`src/rtl/cnn_accel_pkg.sv`:
```
// Shared definitions for the CNN accelerator datapath blocks.
// Holds default tile geometry, the drain FSM state type and small sizing helpers.
package cnn_accel_pkg;

  localparam int unsigned TN_DEF     = 8;
  localparam int unsigned TR_DEF     = 16;
  localparam int unsigned TC_DEF     = 8;
  localparam int unsigned TILE_WORDS = TN_DEF * TR_DEF * TC_DEF;

  typedef enum logic [1:0] {IDLE, RUN, FINISH} state_e;

  function automatic int unsigned tile_words(input int unsigned tn, input int unsigned tr,
                                             input int unsigned tc);
    return tn * tr * tc;
  endfunction

  // Bit width needed to index v entries, never less than 1.
  function automatic int unsigned clog2_min1(input int unsigned v);
    return (v <= 2) ? 1 : $clog2(v);
  endfunction

endpackage

```
`src/rtl/nest3_counter.sv`:
```
// Three-level nested counter: n0 fastest, wrapping at N0_MAX, then n1, then n2.
// Synchronous clear has priority over enable.
module nest3_counter #(
  parameter int unsigned CW     = 32,
  parameter int unsigned N0_MAX = 8,
  parameter int unsigned N1_MAX = 16,
  parameter int unsigned N2_MAX = 8
) (
  input  logic          clk,
  input  logic          rst,
  input  logic          i_clean,
  input  logic          i_ena,
  output logic [CW-1:0] o_n0,
  output logic [CW-1:0] o_n1,
  output logic [CW-1:0] o_n2
);

  logic [CW-1:0] r_n0, r_n1, r_n2;

  always_ff @(posedge clk or posedge rst) begin
    if (rst) begin
      r_n0 <= '0;
      r_n1 <= '0;
      r_n2 <= '0;
    end else if (i_clean) begin
      r_n0 <= '0;
      r_n1 <= '0;
      r_n2 <= '0;
    end else if (i_ena) begin
      if (r_n0 == CW'(N0_MAX - 1)) begin
        r_n0 <= '0;
        if (r_n1 == CW'(N1_MAX - 1)) begin
          r_n1 <= '0;
          r_n2 <= (r_n2 == CW'(N2_MAX - 1)) ? '0 : r_n2 + CW'(1);
        end else begin
          r_n1 <= r_n1 + CW'(1);
        end
      end else begin
        r_n0 <= r_n0 + CW'(1);
      end
    end
  end

  assign o_n0 = r_n0;
  assign o_n1 = r_n1;
  assign o_n2 = r_n2;

endmodule

```
`src/rtl/out_fm_skid2.sv`:
```
// Two-entry FIFO that absorbs the tile buffer's read latency.
// Head data is driven straight from the storage register.
module out_fm_skid2 #(
  parameter int unsigned DW = 32
) (
  input  logic          clk,
  input  logic          rst,
  input  logic          i_wr,
  input  logic [DW-1:0] i_wdata,
  input  logic          i_rd,
  output logic [DW-1:0] o_head,
  output logic [1:0]    o_occ
);

  logic [DW-1:0] r_mem [2];
  logic          r_wr_ptr, r_rd_ptr;
  logic [1:0]    r_occ;

  always_ff @(posedge clk or posedge rst) begin
    if (rst) begin
      r_mem[0] <= '0;
      r_mem[1] <= '0;
      r_wr_ptr <= 1'b0;
      r_rd_ptr <= 1'b0;
      r_occ    <= 2'd0;
    end else begin
      if (i_wr) begin
        r_mem[r_wr_ptr] <= i_wdata;
        r_wr_ptr        <= ~r_wr_ptr;
      end
      if (i_rd) begin
        r_rd_ptr <= ~r_rd_ptr;
      end
      case ({i_wr, i_rd})
        2'b10:   r_occ <= r_occ + 2'd1;
        2'b01:   r_occ <= r_occ - 2'd1;
        default: r_occ <= r_occ;
      endcase
    end
  end

  assign o_head = r_mem[r_rd_ptr];
  assign o_occ  = r_occ;

endmodule

```
`src/rtl/out_fm_buf_to_fifo.sv`:
```
// Drains one Tn x Tr x Tc output tile from the tile buffer into the out_fm FIFO,
// one word per cycle when the FIFO has room, in tc/tr/tn order.
module out_fm_buf_to_fifo
  import cnn_accel_pkg::*;
#(
  parameter int unsigned CW = 32,
  parameter int unsigned AW = 16,
  parameter int unsigned DW = 32,
  parameter int unsigned Tn = 8,
  parameter int unsigned Tr = 16,
  parameter int unsigned Tc = 8
) (
  input  logic          clk,
  input  logic          rst,
  input  logic          start,
  output logic          done,
  output logic          busy,
  output logic          buf_rd_ena,
  output logic [AW-1:0] buf_rd_addr,
  input  logic [DW-1:0] data_from_buf,
  output logic          fifo_push,
  input  logic          fifo_full,
  output logic [DW-1:0] data_to_fifo
);

  localparam int unsigned TOTAL = tile_words(Tn, Tr, Tc);

  state_e        r_state, w_state_nxt;
  logic [CW-1:0] r_rd_cnt, r_push_cnt;
  logic          r_inflight;
  logic [1:0]    w_occ;
  logic [2:0]    w_pend;
  logic          w_start_ok;
  logic [CW-1:0] w_n0, w_n1, w_n2;

  assign w_start_ok = (r_state == IDLE) && start;

  always_comb begin
    w_state_nxt = r_state;
    done        = 1'b0;
    busy        = (r_state != IDLE);
    fifo_push   = (w_occ != 2'd0) && !fifo_full;
    // Words held or in flight after this cycle; must stay below the skid depth.
    w_pend      = {1'b0, w_occ} + {2'b00, r_inflight} - {2'b00, fifo_push};
    buf_rd_ena  = (r_state == RUN) && (r_rd_cnt < CW'(TOTAL)) && (w_pend < 3'd2);
    unique case (r_state)
      IDLE:    if (start) w_state_nxt = RUN;
      RUN:     if (fifo_push && (r_push_cnt == CW'(TOTAL - 1))) w_state_nxt = FINISH;
      FINISH: begin
        done        = 1'b1;
        w_state_nxt = IDLE;
      end
      default: w_state_nxt = IDLE;
    endcase
  end

  always_ff @(posedge clk or posedge rst) begin
    if (rst) begin
      r_state    <= IDLE;
      r_rd_cnt   <= '0;
      r_push_cnt <= '0;
      r_inflight <= 1'b0;
    end else begin
      r_state    <= w_state_nxt;
      r_inflight <= buf_rd_ena;
      if (w_start_ok) begin
        r_rd_cnt   <= '0;
        r_push_cnt <= '0;
      end else begin
        if (buf_rd_ena) r_rd_cnt <= r_rd_cnt + CW'(1);
        if (fifo_push)  r_push_cnt <= r_push_cnt + CW'(1);
      end
    end
  end

  nest3_counter #(
    .CW     (CW),
    .N0_MAX (Tc),
    .N1_MAX (Tr),
    .N2_MAX (Tn)
  ) u_rd_cnt (
    .clk     (clk),
    .rst     (rst),
    .i_clean (w_start_ok),
    .i_ena   (buf_rd_ena),
    .o_n0    (w_n0),
    .o_n1    (w_n1),
    .o_n2    (w_n2)
  );

  assign buf_rd_addr = AW'(w_n2 * CW'(Tr * Tc) + w_n1 * CW'(Tc) + w_n0);

  out_fm_skid2 #(
    .DW (DW)
  ) u_skid (
    .clk     (clk),
    .rst     (rst),
    .i_wr    (r_inflight),
    .i_wdata (data_from_buf),
    .i_rd    (fifo_push),
    .o_head  (data_to_fifo),
    .o_occ   (w_occ)
  );

endmodule

```
`config.mk`:
```
export PLATFORM = sky130hd
export DESIGN_NAME = out_fm_buf_to_fifo
export DESIGN_NICKNAME = d
export VERILOG_FILES = /design/src/rtl/cnn_accel_pkg.sv /design/src/rtl/nest3_counter.sv /design/src/rtl/out_fm_skid2.sv /design/src/rtl/out_fm_buf_to_fifo.sv
export SDC_FILE = /design/constraint.sdc
export NUM_CORES = 1
export LEC_CHECK = 0
export ABC_AREA = 1
export BUFFER_PORTS_ARGS = -buffer_cell sky130_fd_sc_hd__buf_4
export CORE_MARGIN = 1.5
export CORE_UTILIZATION = 30
export CTS_CLUSTER_DIAMETER = 50
export CTS_CLUSTER_SIZE = 25
export DETAILED_ROUTE_END_ITERATION = 6
export PLACE_DENSITY = 0.47
export SLEW_MARGIN = 40
export SYNTH_ARGS = -nofsm -noshare
export SYNTH_HDL_FRONTEND = slang
export SYNTH_SLANG_ARGS = --single-unit
```
`constraint.sdc`:
```
create_clock -name clk -period 19.5 [get_ports clk]
set_clock_uncertainty 0.1 [all_clocks]
set_input_delay 0 -clock clk [delete_from_list [all_inputs] [get_ports clk]]
set_output_delay 0 -clock clk [all_outputs]
set_load 0.1 [all_outputs]
```
# After elaboration in Yosys (flattened, before gate mapping)
# Index checks and enable logic that the tools add are counted.
# totals
register_bits	231
input_bits	36
# op_classes
n_mux	27
magnitude_cmp	5
reduce_logical	18
add_sub_neg	11
n_eq_ne	10
n_bitwise	4
# ops
op	count
32-bit 2-to-1 mux	20
32-bit by 1-bit adder with 32-bit output, second input constant	5
64-bit bitwise mux	1
32-bit by 3-bit equality test with 1-bit output, second input constant	2
16-bit adder	2
32-bit demux with 1-bit select	1
32-bit by 10-bit equality test with 1-bit output, second input constant	1
32-bit by 4-bit equality test with 1-bit output, second input constant	1
32-bit by 11-bit < comparator with 1-bit output, second input constant	1
2-bit nonzero test	7
2-bit case mux with 2 select lines	2
1-bit logical AND	6
2-bit by 1-bit equality test with 1-bit output, second input constant	2
2-bit equality test, second input constant	2
2-bit >= comparator, second input constant	2
2-bit 2-to-1 mux	2
1-bit inverter with 2-bit output	2
2-bit AND reduction	2
2-bit by 1-bit adder with 3-bit output	1
3-bit by 2-bit < comparator with 1-bit output, second input constant	1
3-bit AND reduction	1
3-bit by 1-bit subtractor with 3-bit output	1
2-bit by 1-bit adder with 2-bit output, second input constant	1
2-bit zero test	1
other kinds (7)	8

# Logic depth before layout (Yosys ltp)
# depth
word_depth	7
depth_mapped	16

# Modules after synthesis
# From an unflattened synthesis, not the netlist that was laid out.
# hier_totals
hier_cells	2116
area_unflattened_um2	14355.0
# modules_own_cells
mod	seq_area_each_um2	n_inst	cells_per_inst	area_per_inst_um2
nest3_counter	2402.3	1	1108	6751.5
out_fm_buf_to_fifo	1676.6	1	645	4513.1
out_fm_skid2	1701.6	1	363	3090.5

# Least setup slack after synthesis
# Ideal clock, no wire load.
# synth_timing
path_type	register to register
from	register u_skid.r_occ[1] (netlist: u_skid.o_occ[1])
to	register u_rd_cnt.r_n0[17] (netlist: u_rd_cnt.o_n0[17])
t_arrival_ns	3.843
path_stages_with_launch	15
n_path_buf	1
setup_ns	0.070
t_required_ns	19.330
slack_ns	15.487
path_cell_list	dfrtp_1 -> o21bai_1 -> inv_2 -> ha_1 -> or2_2 -> fa_1 -> inv_1 -> nor2_1 -> nand2_1 -> nor2_1 -> nand2_1 -> nor2_2 -> clkbuf_1 -> nand4_1 -> nand2_1
# synth_via
elab_chain_cells	6
word_cells_on_any_way	7
classes_between	add/sub: 2; order compare: 1; reduce/logical: 4
# synth_rtl
element	line_no	source
from (decl)	out_fm_skid2.sv:17	logic [1:0] r_occ;
from (signal assigned)	out_fm_skid2.sv:35	2'b10: r_occ <= r_occ + 2'd1;
from (signal assigned)	out_fm_skid2.sv:36	2'b01: r_occ <= r_occ - 2'd1;
from (signal assigned)	out_fm_skid2.sv:37	default: r_occ <= r_occ;
2-bit nonzero test	out_fm_buf_to_fifo.sv:42	fifo_push = (w_occ != 2'd0) && !fifo_full;
1-bit logical AND	out_fm_buf_to_fifo.sv:42	
named net fifo_push	out_fm_buf_to_fifo.sv:21	output logic fifo_push,
3-bit by 1-bit subtractor with 3-bit output	out_fm_buf_to_fifo.sv:44	w_pend = {1'b0, w_occ} + {2'b00, r_inflight} - {2'b00, fifo_push};
3-bit by 2-bit < comparator with 1-bit output	out_fm_buf_to_fifo.sv:45	buf_rd_ena = (r_state == RUN) && (r_rd_cnt < CW'(TOTAL)) && (w_pend < 3'd2);
1-bit logical AND	out_fm_buf_to_fifo.sv:45	
named net buf_rd_ena	out_fm_buf_to_fifo.sv:18	output logic buf_rd_ena,
2-bit nonzero test (no source line)	n/a	
to (signal assigned)	nest3_counter.sv:39	r_n0 <= r_n0 + CW'(1);
to (decl)	nest3_counter.sv:18	logic [CW-1:0] r_n0, r_n1, r_n2;
# The timed path passes the listed nets, and every way through them passes these cells.
# A chain may end at the register's enable or synchronous reset.

# Final worst setup path
# layout_timing
from	register u_skid.r_occ[0] (netlist: u_skid.o_occ[0])
to	register u_rd_cnt.r_n2[12] (netlist: u_rd_cnt.o_n2[12])
# layout_via
elab_chain_cells	7
word_cells_on_any_way	8
classes_between	add/sub: 2; order compare: 1; reduce/logical: 5
# layout_rtl
element	line_no	source
parallel branches: the longest is 2 deep, another holds 2-bit by 1-bit adder with 3-bit output	n/a	
3-bit by 1-bit subtractor with 3-bit output *	out_fm_buf_to_fifo.sv:44	
3-bit by 2-bit < comparator with 1-bit output *	out_fm_buf_to_fifo.sv:45	
1-bit logical AND *	out_fm_buf_to_fifo.sv:45	
2-bit nonzero test (no source line) *	n/a	
3-bit AND reduction (no source line) *	n/a	
to (signal assigned)	nest3_counter.sv:34	r_n2 <= (r_n2 == CW'(N2_MAX - 1)) ? '0 : r_n2 + CW'(1);
to (decl)	nest3_counter.sv:18	
# Every way passes the cells marked *.

==> flow_metrics.py <==
metrics = {
    "logic_synthesis": {
        "synth.area.top_cells": "dfrtp_1, nand2_1, nor2_1, inv_1, nand3_1",
        "ys_top_cells_by_count": "nand2_1, nor2_1, dfrtp_1",
        "synth_seq_area_share_pct": 40.5,
        "syn_area_um2": 14300,
        "synthFlopType": "dfrtp_1",
        "synth-simple-area-share_pct": 38.5,
        "yosysUniqueCellTypes": 37,
        "yosysTopAreaCellShare_pct": 40.5,
        "synth_compound_area_share_pct": 6.96,
        "async_flop_share_pct": 100,
        "synth-seq-cells": 231,
        "synth_edf_count": 0,
        "synth_top_area_cell": "dfrtp_1",
        "synth_fa_ha_area_share_pct": 3.33,
        "avgSynthCellArea_um2": 6.76,
        "syn_inst": 2114,
        "synth.net_count": 2182,
        "synth-xor-area-share_pct": 2.76,
        "synthMostInstantiatedCell": "nand2_1",
        "synth_top_family_by_area": "simple AND/OR/NAND/NOR gates",
        "synth.mux.area_fraction_pct": 0,
        "ys_warn_count": 0,
    },
    "floorplan": {
        "die-height_um": 221,
        "io_pins": 88,
        "start_util_pct": 30.6,
        "fp.coreArea_um2": 46800,
        "die-area_um2": 48900,
        "die_w_um": 221,
        "core.rowCount": 79,
    },
    "routing": {
        "route.vias.total": 13200,
        "drc": 0,
        "dr.pass1.iters": 5,
        "routed_wl_mm": 39.6,
        "avgViaCountPerCell": 4.63,
        "ant_nets": 0,
        "wire_per_inst_um": 13.9,
        "drt_iter0_drc": 976,
    },
    "worst_setup_path": {
        "r2r_start": "u_skid.o_occ[0]$_DFFE_PP0P_",
        "crit_fanout": 55,
        "critPathLaunch": "u_skid.o_occ[0]$_DFFE_PP0P_",
        "endpoint_kind": "flop",
        "worstPathArrival_ns": 4.44,
        "criticalPathCategory": "flop to flop",
        "crit_path_start_kind": "flop",
        "cp.required_ns": 19.87,
    },
    "run": {
        "cap_viol_max_count": 0,
    },
    "sta": {
        "setup_violations": 0,
        "grt_setup_unrepaired": "no",
        "slew_violations": 0,
        "worst_slew_pin_slew_ns": 0.739,
        "finalSetupTns_ns": 0,
        "post-route-period-util_pct": 20.9,
        "hold_slack_ns": -0.0512,
        "timing.final.hold_violations": 19,
        "slew_headroom_pct": 50.8,
        "max_freq_mhz": 246,
        "setup_ws_ns": 15.43,
        "period_needed_ns": 4.07,
    },
    "run_status": {
        "violations": "negative hold slack",
        "status": "complete, but fails checks",
    },
    "finish": {
        "n_antenna_cell": 0,
        "areaGrowthSynthToFinish_pct": 19.3,
        "fillers": 4909,
        "final_util_pct": 36.5,
        "final_nets": 2290,
        "drive_above_1_share_pct": 8.94,
    },
    "place": {
        "gp_congestion": 0.883,
        "port_buffers": 87,
        "dp_slack_ns": 15.41,
        "dp_hpwl_mm": 27.4,
    },
    "clock_network": {
        "cts_buffers": 36,
        "clk_latency_ns": 0.54,
        "cts_tree": "built",
        "cts_root_buf": "clkbuf_16",
        "htreeDepth": 2,
        "clockBufferDepth": 3,
        "path_clk_slew_ns": 0.06,
        "postCtsSetupBuffers": 0,
        "cts_num_sinks": 231,
        "cts-resized-gates": 0,
    },
    "power_and_ir_drop": {
        "combPwrFrac_pct": 41.6,
        "switching_power_uw": 1060,
        "powerDensity_nw_per_um2": 132,
        "swShare_pct": 47.1,
        "pwr-share-seq_pct": 29.0,
        "clock_power_share_pct": 29.4,
        "power.internal_uw": 1190,
        "power.total_uw": 2240,
        "leakagePower_uw": 0.00813,
        "irDropWorstVdd_mv": 0.192,
    },
    "global_routing": {
        "grt_usage_pct": 16.6,
        "grt_pass1_vias": 12800,
        "grt_pass1_wl_mm": 66.7,
        "grt.overflow.total": 0,
        "antenna_found_initial": 0,
        "grt_max_degree": 108,
    },
    "min_path": {
        "hold_path_class": "primary input to async pin",
    },
}
final timing paths:
path	endpoint	slack (ns)	cells past startpoint
hold / removal	u_skid.r_mem[23]$_DFFE_PP0P_	-0.05	3
setup / recovery	u_rd_cnt.o_n2[12]$_DFFE_PP0P_	15.43	16
max in group asynchronous	u_rd_cnt.o_n0[17]$_DFFE_PP0P_	17.77	5
setup reg to reg	u_rd_cnt.o_n2[12]$_DFFE_PP0P_	15.43	16
min in group clk	u_skid.r_mem[24]$_DFFE_PP0P_	0.21	4
hold reg to reg	u_skid.r_mem[2]$_DFFE_PP0P_	0.38	2
worst max-delay path, stage by stage, from the launching register on:
cell,delay [ns]
dfrtp_1,0.43
o21bai_1,0.15
buf_4,0.22
inv_2,0.12
ha_1,0.30
or2_2,0.30
fa_1,0.52
nand2_1,0.06
nor2_1,0.10
nand2_1,0.07
nor2_2,0.13
nand2_4,0.14
nand2_8,0.23
nand2_4,0.38
nor2_8,0.51
nand2_1,0.11
nand2_1,0.08
final cells by class:
cell class / count / area [um2] / share of cell area (%)
Multi-Input combinational cell: 1603 / 7370 / 43.3
Clock buffer: 39 / 933 / 5.48
Timing Repair Buffer: 131 / 1080 / 6.33
Sequential cell: 231 / 5780 / 33.9
Inverter: 219 / 835 / 4.90
Tap cell: 607 / 759 / 4.46
Clock inverter: 25 / 285 / 1.67
placed cells by master (no fill, tap or decap), types with 16 or more instances in the layout:
master         instances
nand2_1              777
nor2_1               320
dfrtp_1              231
inv_1                206
nand3_1              127
o21ai_0              116
buf_4                 94
nand4_1               45
clkbuf_16             37
nor3_1                36
a21oi_1               35
dlygate4sd3_1         35
xor2_1                29
ha_1                  22
o21ai_1               20
xnor2_1               16
what timing repair did:
item / in CTS / in global routing
endpoints found under the hold margin: 203 / 0
hold buffers: 35 / 0
setup endpoints to repair: 0 / 0
cells by family (layout without fill, tap and decap cells):
kind of cell,Yosys count,in the layout
compound gates,188,188
xor+xnor,45,45
fa+ha+maj,32,32
buf+inv,280,414
simple gates,1338,1338
flops,231,231
per-stage QoR:
step	cell area [um2]	instances
CTS	17000	2855
global route	17000	2855
global placement	15500	2756
detailed placement	15500	2756
finish	17000	2855
floorplan	14300	2114
metal layers:
metal	wire length, um	share of wire (%)	global-route usage [%]	up-vias
met4	1070	2.7	5.67	0
met5	0	0	0	-
li1	-	-	-	6852
met3	1460	3.7	2.32	69
met2	17600	44	26.5	252
met1	19500	49	22.9	6041
state kept, by name, summed over array words and instances (netlist names):
name             cells
u_rd_cnt.o_n2       32
u_rd_cnt.o_n1       32
u_rd_cnt.o_n0       32
r_push_cnt          32
u_skid.o_occ         2
u_skid.r_wr_ptr      1
r_inflight           1
r_state              2
u_skid.r_mem        64
r_rd_cnt            32
u_skid.r_rd_ptr      1
power by group through the flow:
stage / registers [uW] / clock network (uW) / logic [uW]
6_report: 649 / 660 / 934
3_5_place_dp: 656 / 0 / 934
5_1_grt: 662 / 707 / 1000
4_1_cts: 649 / 687 / 942
2_1_floorplan: 632 / 0 / 752
3_3_place_gp: 654 / 0 / 929
Note: power is estimated with default switching activity, not from simulation.
